## config.mk

```make
export PLATFORM = sky130hd
export DESIGN_NAME = rf_wb_arbiter
export DESIGN_NICKNAME = d
export VERILOG_FILES = /design/src/rtl/rf_wb_arbiter.sv
export SDC_FILE = /design/constraint.sdc
export NUM_CORES = 1
export LEC_CHECK = 0
export BUFFER_PORTS_ARGS = -buffer_cell sky130_fd_sc_hd__buf_2
export CAP_MARGIN = 20
export CORE_AREA = 2 2 113 115
export CTS_CLUSTER_SIZE = 12
export DETAILED_ROUTE_END_ITERATION = 8
export DIE_AREA = 0 0 115 117
export PLACE_DENSITY = 0.68
export SYNTH_ARGS = -nofsm -noshare
export SYNTH_HDL_FRONTEND = slang
export SYNTH_SLANG_ARGS = --single-unit
```

## constraint.sdc

```tcl
create_clock -name clk -period 5.45 [get_ports clk]
set_input_delay 1.635 -clock clk [delete_from_list [all_inputs] [get_ports clk]]
set_output_delay 1.635 -clock clk [all_outputs]
set_load 0.01 [all_outputs]
```

## src/rtl/rf_wb_arbiter.sv

```systemverilog
// Round-robin arbiter for the register file's single write port.
// The winning writeback is registered one cycle and driven to the register file.
// That in-flight write is bypassed onto both read ports.
module rf_wb_arbiter #(
    parameter int NUM_REQ = 3,
    parameter int XLEN    = 32
) (
    input  logic                    clk,
    input  logic                    rst_n,
    input  logic                    stall,
    input  logic [NUM_REQ-1:0]      req_valid,
    input  logic [NUM_REQ*5-1:0]    req_rd,
    input  logic [NUM_REQ*XLEN-1:0] req_wd,
    output logic [NUM_REQ-1:0]      req_ready,
    output logic                    rf_reg_write,
    output logic [4:0]              rf_rd,
    output logic [XLEN-1:0]         rf_wd,
    input  logic [4:0]              rs1,
    input  logic [4:0]              rs2,
    input  logic [XLEN-1:0]         rf_rd1,
    input  logic [XLEN-1:0]         rf_rd2,
    output logic [XLEN-1:0]         rd1,
    output logic [XLEN-1:0]         rd2
);

    localparam int PW = (NUM_REQ > 1) ? $clog2(NUM_REQ) : 1;

    logic [PW-1:0]      ptr;
    logic [PW-1:0]      ptr_nxt;
    logic [PW-1:0]      gnt_idx;
    logic [PW-1:0]      cand;
    logic [PW:0]        idx_w;
    logic [NUM_REQ-1:0] grant;
    logic               found;
    logic               xfer;
    logic [4:0]         sel_rd;
    logic [XLEN-1:0]    sel_wd;

    // Search ptr, ptr+1, ... (mod NUM_REQ) for the first valid requester.
    // Grant is also held off while in reset so nothing is offered before the
    // pointer is known.
    always_comb begin
        grant   = '0;
        gnt_idx = '0;
        found   = 1'b0;
        idx_w   = '0;
        cand    = '0;
        if (rst_n && !stall) begin
            for (int k = 0; k < NUM_REQ; k++) begin
                idx_w = {1'b0, ptr} + (PW+1)'(k);
                if (idx_w >= (PW+1)'(NUM_REQ)) begin
                    idx_w = idx_w - (PW+1)'(NUM_REQ);
                end
                cand = idx_w[PW-1:0];
                if (!found && req_valid[cand]) begin
                    grant[cand] = 1'b1;
                    gnt_idx     = cand;
                    found       = 1'b1;
                end
            end
        end
    end

    assign req_ready = grant;
    assign xfer      = found;

    // Mux the granted requester's destination and data; grant is one-hot.
    always_comb begin
        sel_rd = '0;
        sel_wd = '0;
        for (int i = 0; i < NUM_REQ; i++) begin
            if (grant[i]) begin
                sel_rd = req_rd[5*i +: 5];
                sel_wd = req_wd[XLEN*i +: XLEN];
            end
        end
    end

    // Pointer moves to the requester just after the winner, wrapping at NUM_REQ-1.
    always_comb begin
        if (gnt_idx == PW'(NUM_REQ - 1)) begin
            ptr_nxt = '0;
        end else begin
            ptr_nxt = gnt_idx + PW'(1);
        end
    end

    // Register the winning write; a write to x0 is consumed but never enabled.
    always_ff @(posedge clk or negedge rst_n) begin
        if (!rst_n) begin
            ptr          <= '0;
            rf_reg_write <= 1'b0;
            rf_rd        <= '0;
            rf_wd        <= '0;
        end else if (xfer) begin
            ptr          <= ptr_nxt;
            rf_rd        <= sel_rd;
            rf_wd        <= sel_wd;
            rf_reg_write <= (sel_rd != 5'd0);
        end else begin
            rf_reg_write <= 1'b0;
        end
    end

    // Forward the in-flight registered write to readers; x0 always reads zero.
    always_comb begin
        if (rs1 == 5'd0) begin
            rd1 = '0;
        end else if (rf_reg_write && (rf_rd == rs1)) begin
            rd1 = rf_wd;
        end else begin
            rd1 = rf_rd1;
        end
        if (rs2 == 5'd0) begin
            rd2 = '0;
        end else if (rf_reg_write && (rf_rd == rs2)) begin
            rd2 = rf_wd;
        end else begin
            rd2 = rf_rd2;
        end
    end

endmodule

```

Yosys cells after proc, flatten, opt, wreduce, memory -nomap -nowiden

Cells that the tools add are included.

Add/sub/neg operators: 6
Multipliers: 0
Div/mod/pow operators: 0
Order comparisons: 9
Eq/ne operators: 3
Shifts and indexed selects: 0
Mux-type cells: 46
Bitwise logic cells: 2
Reductions and logical operators: 14

Operators by type and width:

| kind                  | number |
|---|---|
| $mux W32              | 7 |
| $mux W2               | 11 |
| $mux W3               | 6 |
| $mux W5               | 3 |
| $mux W1               | 13 |
| $eq A5 B5 Y1          | 2 |
| $logic_not A5 Y1      | 2 |
| $lt A2 B3 Y1 const B  | 3 |
| $logic_and A1 B1 Y1   | 8 |
| $bmux W1 S2           | 3 |
| $demux W1 S2          | 3 |
| $ge A2 B1 Y1 const B  | 3 |
| $ge A3 B2 Y1 const B  | 2 |
| $or A3 B3 Y3          | 2 |
| $sub A2 B2 Y2 const B | 3 |
| $reduce_bool A5 Y1    | 1 |
| $add A2 B1 Y3 const B | 1 |
| $add A2 B2 Y3 const B | 1 |
| $logic_not A1 Y1      | 3 |
| $add A2 B1 Y2 const B | 1 |
| $eq A2 B2 Y1 const B  | 1 |
| $ge A2 B2 Y1 const B  | 1 |

Register bits: 40
Bits in latches: 0
RAM bits: 0
Bits in read-only memories: 0
Bits of input ports: 191
Output and inout port bits: 105
Memories: 0

Logic depth before layout (Yosys ltp)

Gate-level depths: netlist (run 1).

Word-level depth: 20
Mapped depth: 12

Worst setup path before layout (run 1)

OpenSTA, ideal clock, no wires.

Kind: input-to-output
Start point: in req_valid[0]
End point: out req_ready[2]
Arrival: 3.173 ns
Path slack: 0.642 ns
Cell stages on the path: 8
Path through: buf_4 > mux2i_1 > a2111oi_1 > o21ai_0 > and2_1 > clkbuf_1 > clkbuf_1 > nor2_1

Word-level cells in the longest chain between the ends: 12
Elaborated cells on any way between the ends: 22
Those cells by class: mux (16); bitwise (2); reduce/logical (4)

RTL lines:

| element                       | line | source |
|---|---|---|
| start, declared               | 11   | `input logic [NUM_REQ-1:0] req_valid,` |
| $bmux W1 S2                   | 55   | `if (!found && req_valid[cand]) begin` |
| $mux W1 (not written as such) | 55   |  |
| $mux W1                       | 55   |  |
| $mux W1                       | 48   | `if (rst_n && !stall) begin` |
| $logic_not A1 Y1              | 55   |  |
| $logic_and A1 B1 Y1           | 55   |  |
| $mux W1                       | 55   |  |
| $mux W1                       | 48   |  |
| $logic_not A1 Y1              | 55   |  |
| $logic_and A1 B1 Y1           | 55   |  |
| $mux W3 *                     | 55   |  |
| $mux W3 *                     | 48   |  |
| end, declared                 | 14   | `output logic [NUM_REQ-1:0] req_ready,` |

Every way passes the cells marked *; elsewhere a longest branch is shown, timed or not. The select of a mux whose other input is x is not followed.

Final worst setup path (run 1)

Start point: in req_valid[2]
End point: out req_ready[0]

The elaborated chain is that of the path after synthesis.

==> results.md, run 1 <==
- Routed vias: 4612
- Worst hold margin: 0.540 ns
- GP Congestion: 0.871
- CP endpoint kind: output pin
- Sw power: between 0.001 and 0.0015 W
- Worst slew pin tran: approximately 0.8 ns
- Tmin final: around 4.9 ns
- Mapped Cells: 467
- Fin cells: slightly below 900
- CTS Hold Bufs: 0
- Vias per inst: 5.17
- Required time of the critical path: 3.82 ns
- Tcrit/Tclk final: 89.6%
- Antenna diodes: 0
- First DRT Iteration DRCs: approximately 180
- Die area: 13500 sq um
- CTS tree: yes
- LEAKAGE: 2.85 nW
- Ys async rst share: 100%
- Final setup viols: 0
- Clock power frac: 10.4%
- Total Routing Usage GR: 20.1%
- Hold path depth: 2
- H-tree depth: 2
- Vias in the first global route: 4100
- Core ar.: 12300 sq um
- Distinct cells, synth: 55
- Initial DRT Pass Iterations: 4
- Pwr/cell area: 494 nW/um^2
- Post-CTS Setup Repair Bufs: 0
- CP most frequent cell: buf_2
- FF-to-FF path depth: 10
- Status: completed
- Layout cells sized above 1: 52.4%
- Num CTS Buffers: 5
- Syn Area/Cell: 8.67 sq um
- VDD IR max: roughly 0.50 mV
- Hpwl dp: about 12000 um
- CTS-repair resized insts: 0
- Clock Path Buffers: 2
- Slowest cell on crit path: or4b_1
- Clock-pin slew on the worst setup and hold paths: roughly 0.060 ns
- FMAX: approximately 200 MHz
- Worst path arrival time: 3.25 ns
- Critical path launch point type: primary input
- Worst hold path class: register to register
- Routed WL: between 15000 and 20000 um
- Switching share of power: 50.5%
- Num Clock Sinks: 40
- Commonest non-fill, non-tap cell in the layout: buf_2
- Final slew viol count: 0
- GR Overflow Total: 0
- Prevailing post-synth register cell: dfrtp_1
- CP Cell Sequence: buf_2 -> or4b_1 -> or4_1 -> o311ai_1 -> inv_1 -> a21oi_1 -> buf_2
- Slew margin rel.: between 40% and 50%
- Number of synthesized flops with an enable pin: 0
- Height of the chip: 117 um
- Layout area overhead: 43.9%
- Antenna violations before repair: 0
- Pint: 0.00143 W
- Root Buffer: clkbuf_16
- Syn Nets: 662
- Most frequent cells in the layout: buf_2, nor2_1, mux2i_1
- Largest fanout on the critical path: 13
- Max Cap Viol: 0
- Setup CP Type: primary input to output pin
- RSZ-0062 raised after global routing: no
- Clock Skews: 0.00434 ns
- Setup TNS Final: 0 ns
- Post-synth design cell area: just over 4000 sq um
- FF+latch count, synth: 40
- FP Rows: 41
- Comb pwr share: 69.0%
- Synth warnings: 0
- Hold Vio Cnt, Final: 0
- Initial core utilization: 32.9%
- Layout Nets: about 940
- Largest stage delay, worst path: 0.55 ns
- Pin count of the biggest net entering global routing: 42
- Worst skew pair latency: 0.28 ns
- DR WL/cell: 17.0 um
- DR DRC count: 0
- Reg power frac: 20.6%
- IO Port Bufs: 295
- Post-DRT Antenna Nets: 0
- Seq/Total Area, Yosys: 24.7%
- Chip width: between 100 and 150 um
- I/O Pins: between 200 and 300
- Final core utilization: 47.3%
- First-pass GRT wire length: 21200 um
- Dpl cells: 883
[path summary, 6_finish.rpt]
kind,from,endpoint,slack (ns)
min in group asynchronous,rst_n,rf_wd[26],1.33
worst max-delay path,req_valid[2],req_ready[0],0.57
worst min register to register,rf_wd[31],rf_wd[31],0.54
worst min-delay path,rf_wd[31],rf_wd[31],0.54
worst max register to register,ptr[0],rf_wd[13],1.93
max in group asynchronous,rst_n,rf_wd[1],3.43
[final cells by class]
class / count / area, sq um
clock buffers: 6 / 139
repair buffers: 309 / 1650
clock inverters: 2 / 10.0
fillers: 1245 / 6490
well taps: 150 / 188
flip-flops and latches: 40 / 1000
inverters: 10 / 37.5
multi-input cells: 375 / 2800
[per-stage QoR]
| stage | total power, W | worst slack [ns] | area (sq um) |
|---|---|---|---|
| 2_1_floorplan | 0.00208 | 0.642 | 4050 |
| 3_3_place_gp | 0.00257 | 0.591 | 5650 |
| 3_5_place_dp | 0.00259 | 0.585 | 5650 |
| 4_1_cts | 0.00290 | 0.578 | 5800 |
| 5_1_grt | 0.00311 | 0.427 | 5830 |
| 6_report | 0.00288 | 0.566 | 5830 |
[layer usage]
metal  global-route usage [%]  vias up  share of wire, %
li1                         -     2251                 -
met3                     3.86       15               6.1
met4                     4.58        0              0.87
met2                     38.1      181                53
met1                     23.5     2165                40
met5                        0        -                 0
[cells in the mapped netlist (4+ instances only)]
master / count / area share, %
a21oi_1: 8 / 0.99
a221oi_2: 30 / 11
and3_1: 5 / 0.77
buf_1: 6 / 0.56
buf_4: 4 / 0.74
clkbuf_1: 25 / 2.3
dfrtp_1: 40 / 25
ha_1: 4 / 1.2
inv_1: 10 / 0.93
mux2i_1: 66 / 16
nand2_1: 45 / 4.2
nor2_1: 105 / 9.7
nor2b_1: 4 / 0.62
o21ai_0: 15 / 1.9
o31ai_2: 30 / 9.3
xor2_1: 8 / 1.7
[state kept, by name, indices dropped and copies added, names as in the netlist]
| signal | flops |
|---|---|
| rf_wd | 32 |
| rf_rd | 5 |
| ptr | 2 |
| rf_reg_write | 1 |
[cells by family after synthesis]
group           after synthesis  synth area share (%)
buf+inv                      52                  6.86
xor+xnor                     10                  2.16
flops                        40                  24.7
mux                          67                  16.6
simple gates                182                  19.4
compound gates              111                  28.8
fa+ha+maj                     5                  1.48
[critical path: cells and delay by family]
family          cells  cell delay [ns]
simple gates        2             0.98
buf+inv             3             0.40
compound gates      2             0.24
[power groups by stage]
stage                     Sequential, W  Combinational [W]  Clock (W)
after CTS                      0.000595            0.00199   0.000310
after detailed placement       0.000599            0.00199          0
after global routing           0.000613            0.00217   0.000324
final                          0.000594            0.00199   0.000300
after floorplan                0.000602            0.00148          0
after global placement         0.000598            0.00197          0
No activity file was read; power rests on OpenSTA's default activity.
==> inputs of run 2 (changes only) <==
- CORE_AREA: 2 2 113 115 -> 2 2 116 118
- DIE_AREA: 0 0 115 117 -> 0 0 118 120
- PLACE_DENSITY: 0.68 -> 0.67
- clock period: 5.45 -> 4 ns (I/O delays scaled with it)
==> run 2 against run 1 <==
Utilization shrank 1.3 points. Non-clock buffer count is 10 higher. Flip-flop and latch count stayed put. Worst hold slack better by 0.0066 ns. Total power is 39% higher. Critical path depth stayed put. Cell area is 2.6% higher. Critical endpoint unchanged.
==> results.md, run 2 (synthesis gave the netlist of run 1 again) <==
- Worst skew pair latency: 0.28 ns (about the same)
- Critical path launch point type: primary input (unchanged)
- Final setup viols: 0 (unchanged)
- FF-to-FF End: rf_wd[17] (was rf_wd[13])
- Die area: 14200 sq um (was 13500 sq um)
- Beginning of the critical path: req_valid[2] (unchanged)
- Design Area, Final: 5980 sq um (was 5830 sq um)
- Commonest non-fill, non-tap cell in the layout: buf_2 (unchanged)
- Hold Vio Cnt, Final: 0 (unchanged)
- CP endpoint kind: output pin (unchanged)
- CP Cell Sequence: buf_2 -> or4b_4 -> or4_1 -> o311ai_1 -> inv_1 -> a21oi_1 -> buf_2 (was buf_2 -> or4b_1 -> or4_1 -> o311ai_1 -> inv_1 -> a21oi_1 -> buf_2)
- CP most frequent cell: buf_2 (unchanged)
- CP top delay family: simple AND/OR/NAND/NOR gates (unchanged)
- Pin count of the biggest net entering global routing: 44 (was 42)
- Initial DRT Pass Iterations: 5 (was 4)
- Required time of the critical path: 2.80 ns (was 3.82 ns)
- Clock Skews: 0.00293 ns (was 0.00434 ns)
- IO Port Bufs: 295 (unchanged)
- Slew margin rel.: 61.4% (was 46.6%)
- Cell count along the critical path: 7 (unchanged)
- Routed vias: 4754 (was 4612)
- Routing usage on met1: 26.3% (was 23.5%)
- Antenna violations before repair: 3 (was 0)
- Worst Setup EP: req_ready[0] (unchanged)
- Worst slew pin tran: 0.579 ns (was 0.798 ns)
- Final slew viol count: 0 (unchanged)
- Final core utilization: 46.0% (was 47.3%)
- Area of the multi-input gates: 2820 sq um (was 2800 sq um)
- Grt met2 use: 40.0% (was 38.1%)
- Worst hold margin: 0.547 ns (was 0.540 ns)
- Tmin final: 3.93 ns
- Layout Nets: 946 (was 936)
- Vias per inst: 5.12 (was 5.17)
- GR Overflow Total: 0 (unchanged)
- I/O Pins: 296 (unchanged)
- LEAKAGE: 2.89 nW (was 2.85 nW)
- Tcrit/Tclk final: 98.3%
- Core ar.: 13000 sq um (was 12300 sq um)
- Worst path arrival time: 2.73 ns (was 3.25 ns)
- Register area: 1000 sq um (unchanged)
- Clock Path Buffers: 2 (unchanged)
- DR WL/cell: 17.5 um (was 17.0 um)
- Height of the chip: 120 um (was 117 um)
- Vias in the first global route: 4665 (was 4100)
- Total Routing Usage GR: 22.2% (was 20.1%)
- Num Clock Sinks: 40 (unchanged)
- Chip width: 118 um (was 115 um)
- Max Cap Viol: 0 (unchanged)
- Status: completed (unchanged)
- Post-DRT Antenna Nets: 0 (unchanged)
- Initial core utilization: 31.2% (was 32.9%)
- FF-to-FF path depth: 10 (unchanged)
- Setup CP Type: primary input to output pin (unchanged)
- Layout cells sized above 1: 53.4% (was 52.4%)
- Pwr/cell area: 671 nW/um^2 (was 494 nW/um^2)
- Largest register FFs: 32 (unchanged)
- CTS Hold Bufs: 0 (unchanged)
- Biggest registers after layout: rf_wd: 32 flops, rf_rd: 5 flops, ptr: 2 flops (unchanged)
- Most flop-heavy register: rf_wd (unchanged)
- Post-CTS Setup Repair Bufs: 0 (unchanged)
- Routed WL: 16200 um (was 15100 um)
- CTS tree: yes (unchanged)
- CTS-repair resized insts: 0 (unchanged)
- DR DRC count: 0 (unchanged)
- FP Rows: 42 (was 41)
- Worst r2r src: ptr[1] (was ptr[0])
- Largest fanout on the critical path: 3 (was 13)
- Hpwl dp: 12600 um (was 11500 um)
- R2R Setup Slk: 0.78 ns (was 1.93 ns)
- VDD IR max: 0.580 mV (was 0.500 mV)
- First-pass GRT wire length: 24900 um (was 21200 um)
- Slowest cell on crit path: or4b_4 (was or4b_1)
- Largest stage delay, worst path: 0.52 ns (was 0.55 ns)
- Filler Cells Inserted: 1337 (was 1245)
- Grt peak-use layer: met2 (unchanged)
- GP Congestion: 0.904 (was 0.871)
- FMAX: 254 MHz
- Root Buffer: clkbuf_16 (unchanged)
- H-tree depth: 2 (unchanged)
- Worst hold path class: register to register (unchanged)
- Most frequent cells in the layout: buf_2, nor2_1, mux2i_1 (unchanged)
- Layout area overhead: 47.6% (was 43.9%)
- Clock-pin slew on the worst setup and hold paths: 0.06 ns (about the same)
- Num CTS Buffers: 5 (unchanged)
- First DRT Iteration DRCs: 210 (was 181)
- WP buf/inv: 3 (unchanged)
- DP Area: 5790 sq um (was 5650 sq um)
- GR Util met3: 4.09% (was 3.86%)
==> run 2: layout make-up <==
cell class                      instances  share of cell area, %
Multi-Input combinational cell        375                   47.2
Timing Repair Buffer                  319                   29.5
Sequential cell                        40                   16.8
Tap cell                              176                   3.69
Clock buffer                            6                   2.16
Inverter                               10                  0.628
Clock inverter                          1                 0.0838
Antenna cell                            1                 0.0419
==> run 2: worst min-delay path by stage <==
| stage | from | to | depth (start not counted) |
|---|---|---|---|
| floorplan | ptr[1] | ptr[1] | 2 |
| global placement | ptr[1] | ptr[1] | 2 |
| detailed placement | rf_wd[17] | rf_wd[17] | 2 |
| CTS | rf_wd[22] | rf_wd[22] | 2 |
| global route | rf_wd[24] | rf_wd[24] | 2 |
| finish | rf_wd[22] | rf_wd[22] | 2 |
==> run 2: where the power goes <==
group          switching (W)  internal [W]  total [W]
clock               0.000154      0.000227   0.000381
combinational        0.00166       0.00116    0.00282
sequential          0.000227      0.000584   0.000811
total                0.00204       0.00197    0.00401
==> run 2: worst register-to-register path, stage by stage, from the launching register on <==
cell and delay, ns:
dfrtp_1 0.42, inv_1 0.10, ha_1 0.46, mux2_2 0.41, a31oi_1 0.26, o311ai_1 0.18, and3_4 0.23, or2_2 0.31
buf_4 0.23, a221oi_2 0.38, o31ai_2 0.10
==> run 2: metrics by stage <==
stage	worst slack (ns)	TNS [ns]	cells	power (W)
floorplan	0.0620	0	467	0.00283
global placement	0.0601	0	919	0.00358
detailed placement	0.0580	0	919	0.00362
CTS	0.0375	0	926	0.00402
global route	-0.000683	-0.000683	928	0.00433
finish	0.0673	0	928	0.00401
==> run 2: layer usage <==
layer  up-vias  wire length [um]
met5         -                10
li1       2265                 -
met3        22               989
met2       214              8280
met4         2               384
met1      2251              6560
